==> src/rtl/clock_pkg.sv <==
// Shared definitions for the alarm-clock time keeper: state encoding,
// HHMM widths and limits, and small BCD helpers.
package clock_pkg;

    typedef enum logic [1:0] {
        RUN       = 2'd0,
        SET_TIME  = 2'd1,
        SET_ALARM = 2'd2
    } state_t;

    localparam int          BCD_HHMM         = 16;
    localparam logic [15:0] MIDNIGHT         = 16'h0000;
    localparam logic [15:0] ALARM_RESET_TIME = 16'h0600;
    localparam logic [7:0]  MAX_HOUR         = 8'h23;
    localparam logic [7:0]  MAX_MIN          = 8'h59;

    // Two-digit BCD increment without wrap; callers handle their own limit.
    function automatic logic [7:0] bcd_inc8(input logic [7:0] v);
        logic [7:0] r;
        if (v[3:0] == 4'd9)
            r = {v[7:4] + 4'd1, 4'd0};
        else
            r = {v[7:4], v[3:0] + 4'd1};
        return r;
    endfunction

    // Binary (0..99) to two-digit BCD, used for elaboration-time constants.
    function automatic logic [7:0] to_bcd8(input int v);
        return {4'((v / 10) % 10), 4'(v % 10)};
    endfunction

endpackage

==> src/rtl/time_keeper_if.sv <==
// User controls in, display/alarm values out of the time keeper.
interface time_keeper_if;
    import clock_pkg::*;

    logic                set_time;
    logic                set_alarm;
    logic                inc_hour;
    logic                inc_min;
    logic [BCD_HHMM-1:0] current_time;
    logic [BCD_HHMM-1:0] alarm_time;
    logic                show_alarm;
    logic [7:0]          seconds;
    logic                one_minute;

    modport slave (
        input  set_time, set_alarm, inc_hour, inc_min,
        output current_time, alarm_time, show_alarm, seconds, one_minute
    );

    modport master (
        output set_time, set_alarm, inc_hour, inc_min,
        input  current_time, alarm_time, show_alarm, seconds, one_minute
    );

endinterface

==> src/rtl/bcd_hhmm_inc.sv <==
// Combinational next-value logic for a BCD HHMM register. Minute wrap
// carries into the hour only when carry_en is set (normal timekeeping);
// the set modes adjust minutes and hours independently.
module bcd_hhmm_inc
    import clock_pkg::*;
(
    input  logic [BCD_HHMM-1:0] hhmm,
    input  logic                inc_min,
    input  logic                inc_hour,
    input  logic                carry_en,
    output logic [BCD_HHMM-1:0] next_hhmm
);

    logic [7:0] hour;
    logic [7:0] minute;
    logic       min_wrap;
    logic       hour_step;

    // Minute step first, then hour step from either button or carry.
    always_comb begin
        hour      = hhmm[15:8];
        minute    = hhmm[7:0];
        min_wrap  = 1'b0;
        hour_step = inc_hour;

        if (inc_min) begin
            if (minute == MAX_MIN) begin
                minute   = 8'h00;
                min_wrap = 1'b1;
            end else begin
                minute = bcd_inc8(minute);
            end
        end

        if (carry_en && min_wrap)
            hour_step = 1'b1;

        if (hour_step)
            hour = (hour == MAX_HOUR) ? 8'h00 : bcd_inc8(hour);

        next_hhmm = {hour, minute};
    end

endmodule

==> src/rtl/time_keeper.sv <==
// Time-of-day source: prescaler -> BCD seconds -> BCD HHMM, with
// time-set and alarm-set modes driven by hour/minute buttons.
module time_keeper
    import clock_pkg::*;
#(
    parameter int CLKS_PER_SEC = 50_000_000,
    parameter int SECS_PER_MIN = 60
) (
    input  logic          clk,
    input  logic          reset,
    time_keeper_if.slave  bus
);

    localparam int             PW       = (CLKS_PER_SEC > 1) ? $clog2(CLKS_PER_SEC) : 1;
    localparam logic [PW-1:0]  PRE_LAST = PW'(CLKS_PER_SEC - 1);
    localparam logic [7:0]     SEC_LAST = to_bcd8(SECS_PER_MIN - 1);

    state_t              state;
    state_t              state_next;
    logic                in_set_time;
    logic                in_set_alarm;

    logic [PW-1:0]       prescaler;
    logic [7:0]          seconds;
    logic [BCD_HHMM-1:0] current_time;
    logic [BCD_HHMM-1:0] alarm_time;
    logic                one_minute;

    logic                sec_tick;
    logic                min_tick;
    logic [BCD_HHMM-1:0] cur_next;
    logic [BCD_HHMM-1:0] alm_next;

    // State register.
    always_ff @(posedge clk or posedge reset) begin
        if (reset)
            state <= RUN;
        else
            state <= state_next;
    end

    // Mode select (set_time wins) and decodes of the registered state.
    always_comb begin
        state_next   = RUN;
        in_set_time  = 1'b0;
        in_set_alarm = 1'b0;
        if (bus.set_time)
            state_next = SET_TIME;
        else if (bus.set_alarm)
            state_next = SET_ALARM;
        case (state)
            SET_TIME:  in_set_time  = 1'b1;
            SET_ALARM: in_set_alarm = 1'b1;
            default:   ;
        endcase
    end

    // Timekeeping is frozen while setting the time, so ticks only occur outside it.
    assign sec_tick = !in_set_time && (prescaler == PRE_LAST);
    assign min_tick = sec_tick && (seconds == SEC_LAST);

    // Prescaler: held at zero in time-set so the first second after leaving is full length.
    always_ff @(posedge clk or posedge reset) begin
        if (reset)
            prescaler <= '0;
        else if (in_set_time || sec_tick)
            prescaler <= '0;
        else
            prescaler <= prescaler + PW'(1);
    end

    // BCD seconds counter, wrapping at the minute boundary.
    always_ff @(posedge clk or posedge reset) begin
        if (reset)
            seconds <= 8'h00;
        else if (in_set_time || min_tick)
            seconds <= 8'h00;
        else if (sec_tick)
            seconds <= bcd_inc8(seconds);
    end

    // Current time: minute ticks with full carry, or button edits without carry.
    bcd_hhmm_inc u_cur_inc (
        .hhmm      (current_time),
        .inc_min   (in_set_time ? bus.inc_min : min_tick),
        .inc_hour  (in_set_time & bus.inc_hour),
        .carry_en  (!in_set_time),
        .next_hhmm (cur_next)
    );

    // Alarm time: button edits only, only while in alarm-set.
    bcd_hhmm_inc u_alm_inc (
        .hhmm      (alarm_time),
        .inc_min   (in_set_alarm & bus.inc_min),
        .inc_hour  (in_set_alarm & bus.inc_hour),
        .carry_en  (1'b0),
        .next_hhmm (alm_next)
    );

    // Output registers; one_minute lines up with the first cycle of the new time.
    always_ff @(posedge clk or posedge reset) begin
        if (reset) begin
            current_time <= MIDNIGHT;
            alarm_time   <= ALARM_RESET_TIME;
            one_minute   <= 1'b0;
        end else begin
            current_time <= cur_next;
            alarm_time   <= alm_next;
            one_minute   <= min_tick;
        end
    end

    assign bus.current_time = current_time;
    assign bus.alarm_time   = alarm_time;
    assign bus.seconds      = seconds;
    assign bus.one_minute   = one_minute;
    assign bus.show_alarm   = in_set_alarm;

endmodule

==> src/flat_wrapper.sv <==
// flat-port wrapper written by rule: the top's interface ports become plain ports
module time_keeper_flat import clock_pkg::*;
#(
    parameter int CLKS_PER_SEC = 50_000_000,
    parameter int SECS_PER_MIN = 60
)
  (clk, reset, bus_set_time, bus_set_alarm, bus_inc_hour, bus_inc_min, bus_current_time, bus_alarm_time, bus_show_alarm, bus_seconds, bus_one_minute);
  time_keeper_if bus_i ();
  input  logic clk;
  input  logic reset;
  input wire logic [$bits(bus_i.set_time)-1:0] bus_set_time;
  input wire logic [$bits(bus_i.set_alarm)-1:0] bus_set_alarm;
  input wire logic [$bits(bus_i.inc_hour)-1:0] bus_inc_hour;
  input wire logic [$bits(bus_i.inc_min)-1:0] bus_inc_min;
  output wire logic [$bits(bus_i.current_time)-1:0] bus_current_time;
  output wire logic [$bits(bus_i.alarm_time)-1:0] bus_alarm_time;
  output wire logic [$bits(bus_i.show_alarm)-1:0] bus_show_alarm;
  output wire logic [$bits(bus_i.seconds)-1:0] bus_seconds;
  output wire logic [$bits(bus_i.one_minute)-1:0] bus_one_minute;
  assign bus_i.set_time = bus_set_time;
  assign bus_i.set_alarm = bus_set_alarm;
  assign bus_i.inc_hour = bus_inc_hour;
  assign bus_i.inc_min = bus_inc_min;
  assign bus_current_time = bus_i.current_time;
  assign bus_alarm_time = bus_i.alarm_time;
  assign bus_show_alarm = bus_i.show_alarm;
  assign bus_seconds = bus_i.seconds;
  assign bus_one_minute = bus_i.one_minute;
  time_keeper #(.CLKS_PER_SEC(CLKS_PER_SEC), .SECS_PER_MIN(SECS_PER_MIN)) u_core (.clk(clk), .reset(reset), .bus(bus_i));
endmodule
==> config.mk <==
export PLATFORM = sky130hd
export DESIGN_NAME = time_keeper_flat
export DESIGN_NICKNAME = d
export VERILOG_FILES = /design/src/rtl/clock_pkg.sv /design/src/rtl/time_keeper_if.sv /design/src/rtl/bcd_hhmm_inc.sv /design/src/rtl/time_keeper.sv /design/src/flat_wrapper.sv
export SDC_FILE = /design/constraint.sdc
export NUM_CORES = 1
export LEC_CHECK = 0
export CORE_ASPECT_RATIO = 0.5
export CORE_MARGIN = 4
export CORE_UTILIZATION = 50
export DETAILED_ROUTE_END_ITERATION = 10
export PLACE_DENSITY_LB_ADDON = 0.3
export SKIP_CTS_REPAIR_TIMING = 1
export SYNTH_ARGS = -nofsm -noshare
export SYNTH_HDL_FRONTEND = slang
export SYNTH_HIERARCHICAL = 1
export SYNTH_SLANG_ARGS = --single-unit
export TNS_END_PERCENT = 100
==> constraint.sdc <==
create_clock -name clk -period 4.3 [get_ports clk]
set_clock_uncertainty 0.15 [all_clocks]
set_input_delay 0.86 -clock clk [delete_from_list [all_inputs] [get_ports clk]]
set_output_delay 0.86 -clock clk [all_outputs]
set_load 0.005 [all_outputs]
# Word level (Yosys, flattened, before mapping)
# Cells that the tools add are included.
# totals
output_inout_bits,42
word_cells,77
regBits,69
# classes
addsub,11
bitwise,3
n_mux,20
n_eq_ne,13
n_reduce_logical,17
# ops
op,n
2-to-1 mux 8 bit,11
"adder 4 x 1 -> 4 bit, second input constant",10
"adder 26 x 1 -> 26 bit, second input constant",1
"== test 26 bit, second input constant",1
2-to-1 mux 26 bit,1
"== test 8 x 7 -> 1 bit, second input constant",3
"== test 4 bit, second input constant",5
"== test 8 x 6 -> 1 bit, second input constant",2
nonzero test 2 bit,6
AND reduction 2 bit,5
2-to-1 mux 1 bit,6
2-to-1 mux 2 bit,2
AND 1 bit,3
logical AND 1 bit,3
"== test 2 x 1 -> 1 bit, second input constant",1
"== test 2 bit, second input constant",1
logical OR 1 bit,2
zero test 1 bit,1

# Depth between registers and ports, before layout
# Gate-level depths: netlist (run 1).
# depth
word_depth,10
mapped_depth,11
ltp_nobuf,9

# Modules after synthesis
# The synthesis (run 1) kept the hierarchy.
# by_module_without_submodules
mod,n_inst,cells_each,area_each_um2
time_keeper,1,251,2859.0
bcd_hhmm_inc,2,70,489.2

# Worst setup path after synthesis (run 1)
# Ideal clock, no wire load.
# synth_timing
path_kind,register to register
from,register u_core.prescaler[0]
to,"register u_core.current_time[14], in the netlist u_core/bus.current_time[14]"
synth_period_minus_slack_ns,2.959
setup_ns,0.124
setup_slack_ns,1.341
t_arrival_ns,2.685
stages_incl_launch_ff,11
path_cell_list,dfrtp_1 > ha_1 > nand4_4 > nor4_1 > nand3_1 > o21ai_0 > and4b_4 > buf_6 > a31o_4 > nand3_1 > xnor2_1
# synth_between
elab_chain_cells,8
# synth_lines
item,line_no,text
"start, declared",time_keeper.sv:23,logic [PW-1:0] prescaler;
"start signal, assigned",time_keeper.sv:69,prescaler <= prescaler + PW'(1);
== test 26 bit,time_keeper.sv:59,assign sec_tick = !in_set_time && (prescaler == PRE_LAST);
logical AND 1 bit,time_keeper.sv:59,
logical AND 1 bit,time_keeper.sv:60,assign min_tick = sec_tick && (seconds == SEC_LAST);
2-to-1 mux 1 bit,time_keeper.sv:85,".inc_min (in_set_time ? bus.inc_min : min_tick),"
2-to-1 mux 1 bit,bcd_hhmm_inc.sv:26,if (inc_min) begin
logical AND 1 bit,bcd_hhmm_inc.sv:35,if (carry_en && min_wrap)
2-to-1 mux 1 bit,bcd_hhmm_inc.sv:35,
AND reduction 2 bit (no source line),-,
"end signal, assigned",time_keeper.sv:107,current_time <= cur_next;
"end, declared",time_keeper.sv:25,logic [BCD_HHMM-1:0] current_time;
# Every way passes these cells.
# A chain may end at the register's enable or synchronous reset.

# Worst setup path after layout (run 1)
# layout_timing
from,register u_core.prescaler[0]
to,"register u_core.current_time[15], in the netlist u_core/bus.current_time[15]"
# The elaborated chain is that of the path after synthesis.

==> results of run 1 <==
## layout make-up
type,count,area [sq um],area share [%]
multi-input cells,293,1970,42.3
flip-flops and latches,69,1730,37.1
repair buffers,49,485,10.4
clock buffers,12,256,5.51
well taps,96,120,2.58
inverters,20,75.1,1.61
clock inverters,4,22.5,0.483
## stage by stage
| step | setup slack (ns) | cells | hold WS, ns | utilization (%) | total power [uW] |
|---|---|---|---|---|---|
| floorplan | 1.34 | 392 | 0.305 | - | 1140 |
| global placement | 1.05 | 527 | 0.317 | 59.1 | 1400 |
| detailed placement | 0.963 | 527 | 0.329 | 59.1 | 1420 |
| CTS | 0.891 | 543 | 0.336 | 62.9 | 2130 |
| global route | 0.579 | 543 | 0.365 | 62.9 | 2230 |
| finish | 0.870 | 543 | 0.334 | 62.9 | 2100 |
## power groups by stage
stage | clock network [uW] | registers [uW] | logic, uW
after floorplan | 0 | 890 | 249
after CTS | 708 | 901 | 522
after global placement | 0 | 911 | 491
final | 687 | 900 | 515
after global routing | 735 | 922 | 573
after detailed placement | 0 | 910 | 511
## placed cells by master, fill, tap and decap left out, drive strengths merged, types with 6 or more instances in the layout
cell type / n
nor2b: 7
dfrtp: 67
nand4: 17
ha: 21
clkdlybuf4s50: 47
o31ai: 10
nor4: 8
o21ai: 27
and3b: 8
clkbuf: 12
mux2i: 6
or3: 8
a21oi: 21
inv: 20
nor3: 7
nand3: 11
or4: 9
xor2: 6
nor2: 30
xnor2: 14
nand2: 37
## path summary, 6_finish.rpt
| kind | start | to | slack (ns) | cells past startpoint |
|---|---|---|---|---|
| worst max-delay path | u_core/prescaler[0] | u_core/bus.current_time[15] | 0.87 | 9 |
| worst min-delay path | u_core/prescaler[0] | u_core/prescaler[0] | 0.33 | 1 |
| worst max register to register | u_core/prescaler[0] | u_core/bus.current_time[15] | 0.87 | 9 |
| worst min register to register | u_core/prescaler[0] | u_core/prescaler[0] | 0.33 | 1 |
| max in group asynchronous | reset | u_core/prescaler[19] | 2.45 | 3 |
| min in group asynchronous | reset | u_core/bus.alarm_time[7] | 0.78 | 2 |
## metal layers
metal	routed length (um)	share of wire (%)
met1	3730	45
met2	3920	47
met3	449	5.4
met4	168	2.0
met5	0	0
## flip-flops by register name (all words and copies together) (netlist names)
register and count:
u_core/state 2, u_core/bus.current_time 16, u_core/prescaler 26, u_core/bus.alarm_time 16, u_core/bus.one_minute 1, u_core/bus.seconds 8
## kinds of logic (layout without fill, tap and decap cells)
group | count (synthesis) | after routing | synth area share [%]
muxes | 6 | 6 | 1.57
adders and majority gates | 21 | 21 | 6.85
DFF | 69 | 69 | 45.1
xor gates and xnor gates | 20 | 20 | 4.56
AOI/OAI and AO/OA | 76 | 76 | 13.1
buffers and inverters | 30 | 85 | 3.72
and+or+nand+nor | 168 | 168 | 25.1
other | 1 | 2 | 0.0977
==> flow_summary.toml, run 1 <==
[place]
portBuffers = 47
postPlaceCellArea_sq_um = 4380
dp_hpwl_um = 5830
gp_congestion = 0.834

[pwr]
leakagePower_uw = 0.00196
ir_drop_mv = 0.205
seqPwrFrac_pct = 42.8
p_per_area_nw_per_um2 = 451
p_clk_share_pct = 32.7
p_switching_uw = 630
swShare_pct = 29.9
p_int_uw = 1470
p_comb_share_pct = 24.5

[die]
die_height_um = 69.9
initial_core_util_pct = 51.8
die_w_um = 132
placementRows = 22
ios = 48
die_area_sq_um = 9230
core_area_sq_um = 7400

[detailed_routing]
vias = 3150
remaining_drc_errors = 0
viasPerCell = 5.80
postRouteAntennaNets = 0
routed_wl_um = 8270
drt_pass1_iterations = 4
wl_per_cell_um = 15.2
drt_iter0_drc = 162

[sta]
tightest_slew_ns = 1.08
rsz0062_at_grt = "false"
period_needed_ns = 3.43
setup_viol = 0
final_hold_viol_count = 0
relSlewSlack_pct = 27.9
fin_crit_sh_pct = 79.8
setup_tns_ns = 0
report.final.slew_viol_count = 0
fmax_ghz = 0.292

[global_routing]
grtUsageTotal_pct = 18.9
grt-ovfl-total = 0
grt_util_met1_pct = 22.9
grt_pass1_wl_um = 14100
use_met2_pct = 30.6
grtUsageMet3_pct = 6.26
grt_max_degree = 31
grt_pass1_vias = 3034
antenna_found_initial = 0
top_usage_layer = "met2"

[clocking]
clkTransAtPathRegs_ns = 0.05
root_buffer = "clkbuf_16"
cts.path.max_buffers = 2
clock_sinks = 69
cts_tree = "built"
h-tree-depth = 3
clk_latency_ns = 0.34
numCtsBuffers = 9

[setup_path]
cp_common_cell = "o21ai_0"
path_cells = "ha_1, nand4_4, nor4_1, nand3_1, o21ai_0, and4b_4, a31oi_4, or3_1, o21ai_0"
worst-path-buf-inv = 0
critPathArrivalTime_ns = 3.54
cp_max_fo = 11
end_kind = "flip-flop"
startpoint_type = "flip-flop"
cp.required_ns = 4.41
crit_type = "flip-flop to flip-flop"
critPathTopFamily = "simple AND/OR/NAND/NOR gates"
crit_path_top_delay_cell = "o21ai_0"
max_stage_delay_ns = 0.63

[synthesis]
yosys-top-cells-area = "dfrtp_1, ha_1, nand2_1"
ys_async_sr_fraction_pct = 100
synth.avg_cell_area_sq_um = 9.81
synth_flop_cell = "dfrtp_1"
synth_top_area_share_pct = 43.7
ys_seq_area_share_pct = 45.1
synth_edf_count = 0
yosys_register_bits = 69
synth_most_common_cell = "dfrtp_1"
netlist_instances = 391
ys_warn_count = 6
ys_types = 52
synth_area_sq_um = 3840
synth_common_cells = "dfrtp_1, nand2_1, nor2_1"
yosysTopAreaCell = "dfrtp_1"

[finish]
area_growth_pct = 21.4
final_cell_area_sq_um = 4660
fin_nets = 469
fillers = 622
drive_gt1_share_pct = 7.61
num_antenna_cells = 0

[min_path]
hp-class = "flip-flop to flip-flop"

[outcome]
status = "finished, final reports clean"

[run]
cap_violations = 0
No activity file was read; power rests on OpenSTA's default activity.
==> run 2: changes to the inputs <==
==> constraint.sdc (replaced) <==
create_clock -name clk -period 2.9 [get_ports clk]
set_clock_uncertainty 0.15 [all_clocks]
set_input_delay 0.58 -clock clk [delete_from_list [all_inputs] [get_ports clk]]
set_output_delay 0.58 -clock clk [all_outputs]
set_load 0.005 [all_outputs]
==> flow_summary.toml, run 2 (same netlist as run 1, synthesis figures left out) <==
[sta]
tightest_slew_ns = 0.562
period_needed_ns = 2.60
setup_viol = 0
fin_worst_hold_slack_ns = 0.346
setup_tns_ns = 0
fin_crit_sh_pct = 89.5
relSlewSlack_pct = 62.2
final_hold_viol_count = 0
report.final.slew_viol_count = 0
fmax_ghz = 0.385
rsz0062_at_grt = "false"

[global_routing]
grt_pass1_wl_um = 13700
grt-ovfl-total = 0
grtUsageTotal_pct = 18.0
grt_pass1_vias = 2942
grt_max_degree = 70
antenna_found_initial = 0

[finish]
drive_gt1_share_pct = 8.41
regMostFlops = "u_core/prescaler"
num_antenna_cells = 0
fin_nets = 475
area_growth_pct = 22.6
reg.largest.list = "u_core/prescaler: 26 flops, u_core/bus.alarm_time: 16 flops, u_core/bus.current_time: 16 flops"
fillers = 603
final_common_cell = "dfrtp_1"
mostFrequentLayoutCells = "dfrtp_1, clkdlybuf4s50_1, nand2_1, nor2_1, o21ai_0"
largest_reg_flops = 26
instances_no_fill = 548
utilization_pct = 63.5

[detailed_routing]
drt_pass1_iterations = 4
routed_wl_um = 7930
postRouteAntennaNets = 0
viasPerCell = 5.64
wl_per_cell_um = 14.5
remaining_drc_errors = 0
vias = 3089
drt_iter0_drc = 219

[die]
initial_core_util_pct = 51.8
die_height_um = 69.9
core_area_sq_um = 7400
placementRows = 22
die_area_sq_um = 9230
die_w_um = 132
ios = 48

[min_path]
hp-class = "flip-flop to flip-flop"
min_delay_worst_endpoint = "u_core/prescaler[0]"
worstHoldStart = "u_core/prescaler[0]"
hold_depth = 1

[place]
dp_hpwl_um = 5540
dpl.cell_count = 533
portBuffers = 47
gp_congestion = 0.816

[pwr]
p_per_area_nw_per_um2 = 649
leakagePower_uw = 0.00198
ir_drop_mv = 0.298

[setup_path]
rrSetupSlack_ns = 0.30
ff2ff_path_depth = 9
cp_max_fo = 8
regToRegEndpoint = "u_core/bus.current_time[15]"
end_kind = "flip-flop"
startpoint_type = "flip-flop"
critPathArrivalTime_ns = 2.70
r2r_start = "u_core/prescaler[0]"
cp.required_ns = 3.00
crit_type = "flip-flop to flip-flop"

[clocking]
h-tree-depth = 3
root_buffer = "clkbuf_16"
cts.path.max_buffers = 2
clkTransAtPathRegs_ns = 0.05
clk_latency_ns = 0.33
cts_tree = "built"
clock_sinks = 69
numCtsBuffers = 9

[outcome]
status = "finished, final reports clean"

[run]
cap_violations = 0
run 2: area by class of cell:
class,instances,area (sq um),share of cell area [%]
clock buffer,13,250,5.32
clock inverter,2,10.0,0.213
inverter,20,75.1,1.60
multi-input combinational,293,1980,42.0
sequential,69,1730,36.8
tap,96,120,2.55
timing repair buffer,55,543,11.5
run 2: how the worst max path moves through the flow:
stage / start / to / depth (start not counted) / slack (ns)
global route: u_core/prescaler[0] / u_core/bus.current_time[15] / 9 / 0.08
floorplan: u_core/prescaler[0] / u_core/bus.current_time[14] / 10 / 0.1
detailed placement: u_core/prescaler[0] / u_core/bus.current_time[15] / 9 / 0.24
global placement: u_core/prescaler[0] / u_core/bus.current_time[15] / 9 / 0.30
finish: u_core/prescaler[0] / u_core/bus.current_time[15] / 9 / 0.30
CTS: u_core/prescaler[0] / u_core/bus.current_time[15] / 9 / 0.22
run 2: layer usage:
metal	share of wire [%]	wire length (um)	track usage [%]	up-vias
li1	-	-	-	1532
met1	47	3690	22.5	1494
met2	48	3830	29.7	59
met3	4.5	356	5.32	4
met4	0.69	55	6.52	0
met5	0	0	0	-
run 2: worst max-delay path, stage by stage, from the launching register on:
cell     delay [ns]
dfrtp_1        0.39
ha_1           0.29
nand4_4        0.19
nor4_2         0.31
nand3_1        0.15
o21ai_1        0.19
and4b_4        0.29
a31oi_4        0.12
or3_1          0.36
o21ai_0        0.07
run 2: power by group:
part	internal, uW	switching [uW]	total [uW]
Sequential	1130	208	1330
Clock	594	377	971
Combinational	439	310	750
run 2: metrics by stage:
| step | setup slack, ns | power, uW | instance area [sq um] |
|---|---|---|---|
| floorplan | 0.0985 | 1690 | 3840 |
| global placement | 0.302 | 2080 | 4440 |
| detailed placement | 0.235 | 2100 | 4440 |
| CTS | 0.215 | 3090 | 4700 |
| global route | 0.0836 | 3240 | 4700 |
| finish | 0.304 | 3050 | 4700 |
==> run 3: changes to the inputs <==
--- a/config.mk
+++ b/config.mk
@@ -11,6 +11,7 @@
 export DETAILED_ROUTE_END_ITERATION = 10
 export PLACE_DENSITY_LB_ADDON = 0.3
 export SKIP_CTS_REPAIR_TIMING = 1
+export SKIP_LAST_GASP = 1
 export SYNTH_ARGS = -nofsm -noshare
 export SYNTH_HDL_FRONTEND = slang
 export SYNTH_HIERARCHICAL = 1
==> constraint.sdc (replaced) <==
create_clock -name clk -period 2.69 [get_ports clk]
set_clock_uncertainty 0.15 [all_clocks]
set_input_delay 0.538 -clock clk [delete_from_list [all_inputs] [get_ports clk]]
set_output_delay 0.538 -clock clk [all_outputs]
set_load 0.005 [all_outputs]
==> flow_summary.toml, run 3 (same netlist as run 1, synthesis figures left out) <==
[outcome]
status = "finished, final reports clean"

[sta]
fin_worst_hold_slack_ns = 0.340
rsz0062_at_grt = "false"
period_needed_ns = 2.46
setup_viol = 0
setup_tns_ns = 0
fin_crit_sh_pct = 91.4
tightest_slew_ns = 0.642
relSlewSlack_pct = 56.8
fmax_ghz = 0.407
report.final.slew_viol_count = 0
final_hold_viol_count = 0

[setup_path]
end_kind = "flip-flop"
crit_type = "flip-flop to flip-flop"
r2r_start = "u_core/prescaler[16]"
crit_start = "u_core/prescaler[16]"
startpoint_type = "flip-flop"
critPathArrivalTime_ns = 2.56
cp_max_fo = 7
cp.required_ns = 2.79

[min_path]
worstHoldStart = "u_core/prescaler[0]"
hp-class = "flip-flop to flip-flop"

[clocking]
clock_sinks = 69
root_buffer = "clkbuf_16"
clkTransAtPathRegs_ns = 0.05
h-tree-depth = 3
numCtsBuffers = 9
cts.path.max_buffers = 2
cts_tree = "built"
clk_latency_ns = 0.33

[die]
die_area_sq_um = 9230
initial_core_util_pct = 51.8
core_area_sq_um = 7400
die_height_um = 69.9
die_w_um = 132
placementRows = 22
ios = 48

[finish]
instances_no_fill = 555
drive_gt1_share_pct = 10.2
largest_reg_flops = 26
area_growth_pct = 25.1
final_common_cell = "dfrtp_1"
num_antenna_cells = 0
reg.largest.list = "u_core/prescaler: 26 flops, u_core/bus.alarm_time: 16 flops, u_core/bus.current_time: 16 flops"
fin_nets = 481
mostFrequentLayoutCells = "dfrtp_1, clkdlybuf4s50_1, nand2_1, nor2_1, o21ai_0"
regMostFlops = "u_core/prescaler"

[pwr]
ir_drop_mv = 0.382
p_per_area_nw_per_um2 = 714
leakagePower_uw = 0.00204

[place]
dpl.cell_count = 539
gp_congestion = 0.844
portBuffers = 47
dp_hpwl_um = 5580

[detailed_routing]
drt_iter0_drc = 213
routed_wl_um = 8080
vias = 3145
drt_pass1_iterations = 4
postRouteAntennaNets = 0
viasPerCell = 5.67
wl_per_cell_um = 14.6
remaining_drc_errors = 0

[global_routing]
antenna_found_initial = 0
grtUsageTotal_pct = 18.2
grt_max_degree = 70
grt_pass1_wl_um = 13900
grt-ovfl-total = 0
grt_pass1_vias = 3017

[run]
cap_violations = 0
-- run 3: per-stage QoR --
step | power, uW | util [%] | instance area, sq um | setup WS [ns]
after floorplan | 1820 | - | 3850 | 0.0000111
after global placement | 2250 | 60.6 | 4490 | 0.183
after detailed placement | 2270 | 60.6 | 4490 | 0.0744
after CTS | 3470 | 64.6 | 4780 | 0.0812
after global routing | 3640 | 64.8 | 4800 | 0.0541
final | 3430 | 64.8 | 4800 | 0.231
-- run 3: report_power, final --
| group | switching [uW] | internal, uW | leakage [uW] | total [uW] |
|---|---|---|---|---|
| Sequential | 227 | 1210 | 0.000888 | 1440 |
| Clock | 424 | 743 | 0.000136 | 1170 |
| Combinational | 342 | 480 | 0.00101 | 822 |
-- run 3: critical path, stage by stage, from the launching register on --
cell and delay [ns]:
dfrtp_1 0.41, nor4_2 0.33, and4_1 0.31, nand3_1 0.13, o21ai_1 0.20, and4b_4 0.30
a31oi_4 0.12, or3_1 0.35, o21ai_0 0.07
-- run 3: per-layer routing --
metal | part of all wire (%) | global-route usage [%]
met1 | 47 | 22.1
met2 | 49 | 31.8
met3 | 3.2 | 4.39
met4 | 0.96 | 6.40
met5 | 0 | 0
-- run 3: layout make-up --
cell class / instances / area [sq um]
Fill cell: 591 / 2600
Multi-Input combinational cell: 293 / 1990
Sequential cell: 69 / 1730
Timing Repair Buffer: 61 / 588
Clock buffer: 13 / 250
Tap cell: 96 / 120
Inverter: 20 / 75.1
Clock inverter: 3 / 45.0
-- run 3: final timing paths --
check	end	slack, ns	cells after the start
max	u_core/bus.current_time[15]	0.23	8
min	u_core/prescaler[0]	0.34	1
max reg2reg	u_core/bus.current_time[15]	0.23	8
min reg2reg	u_core/prescaler[0]	0.34	1
max in group asynchronous	u_core/bus.alarm_time[10]	1.61	3
min in group asynchronous	u_core/bus.one_minute	0.45	3
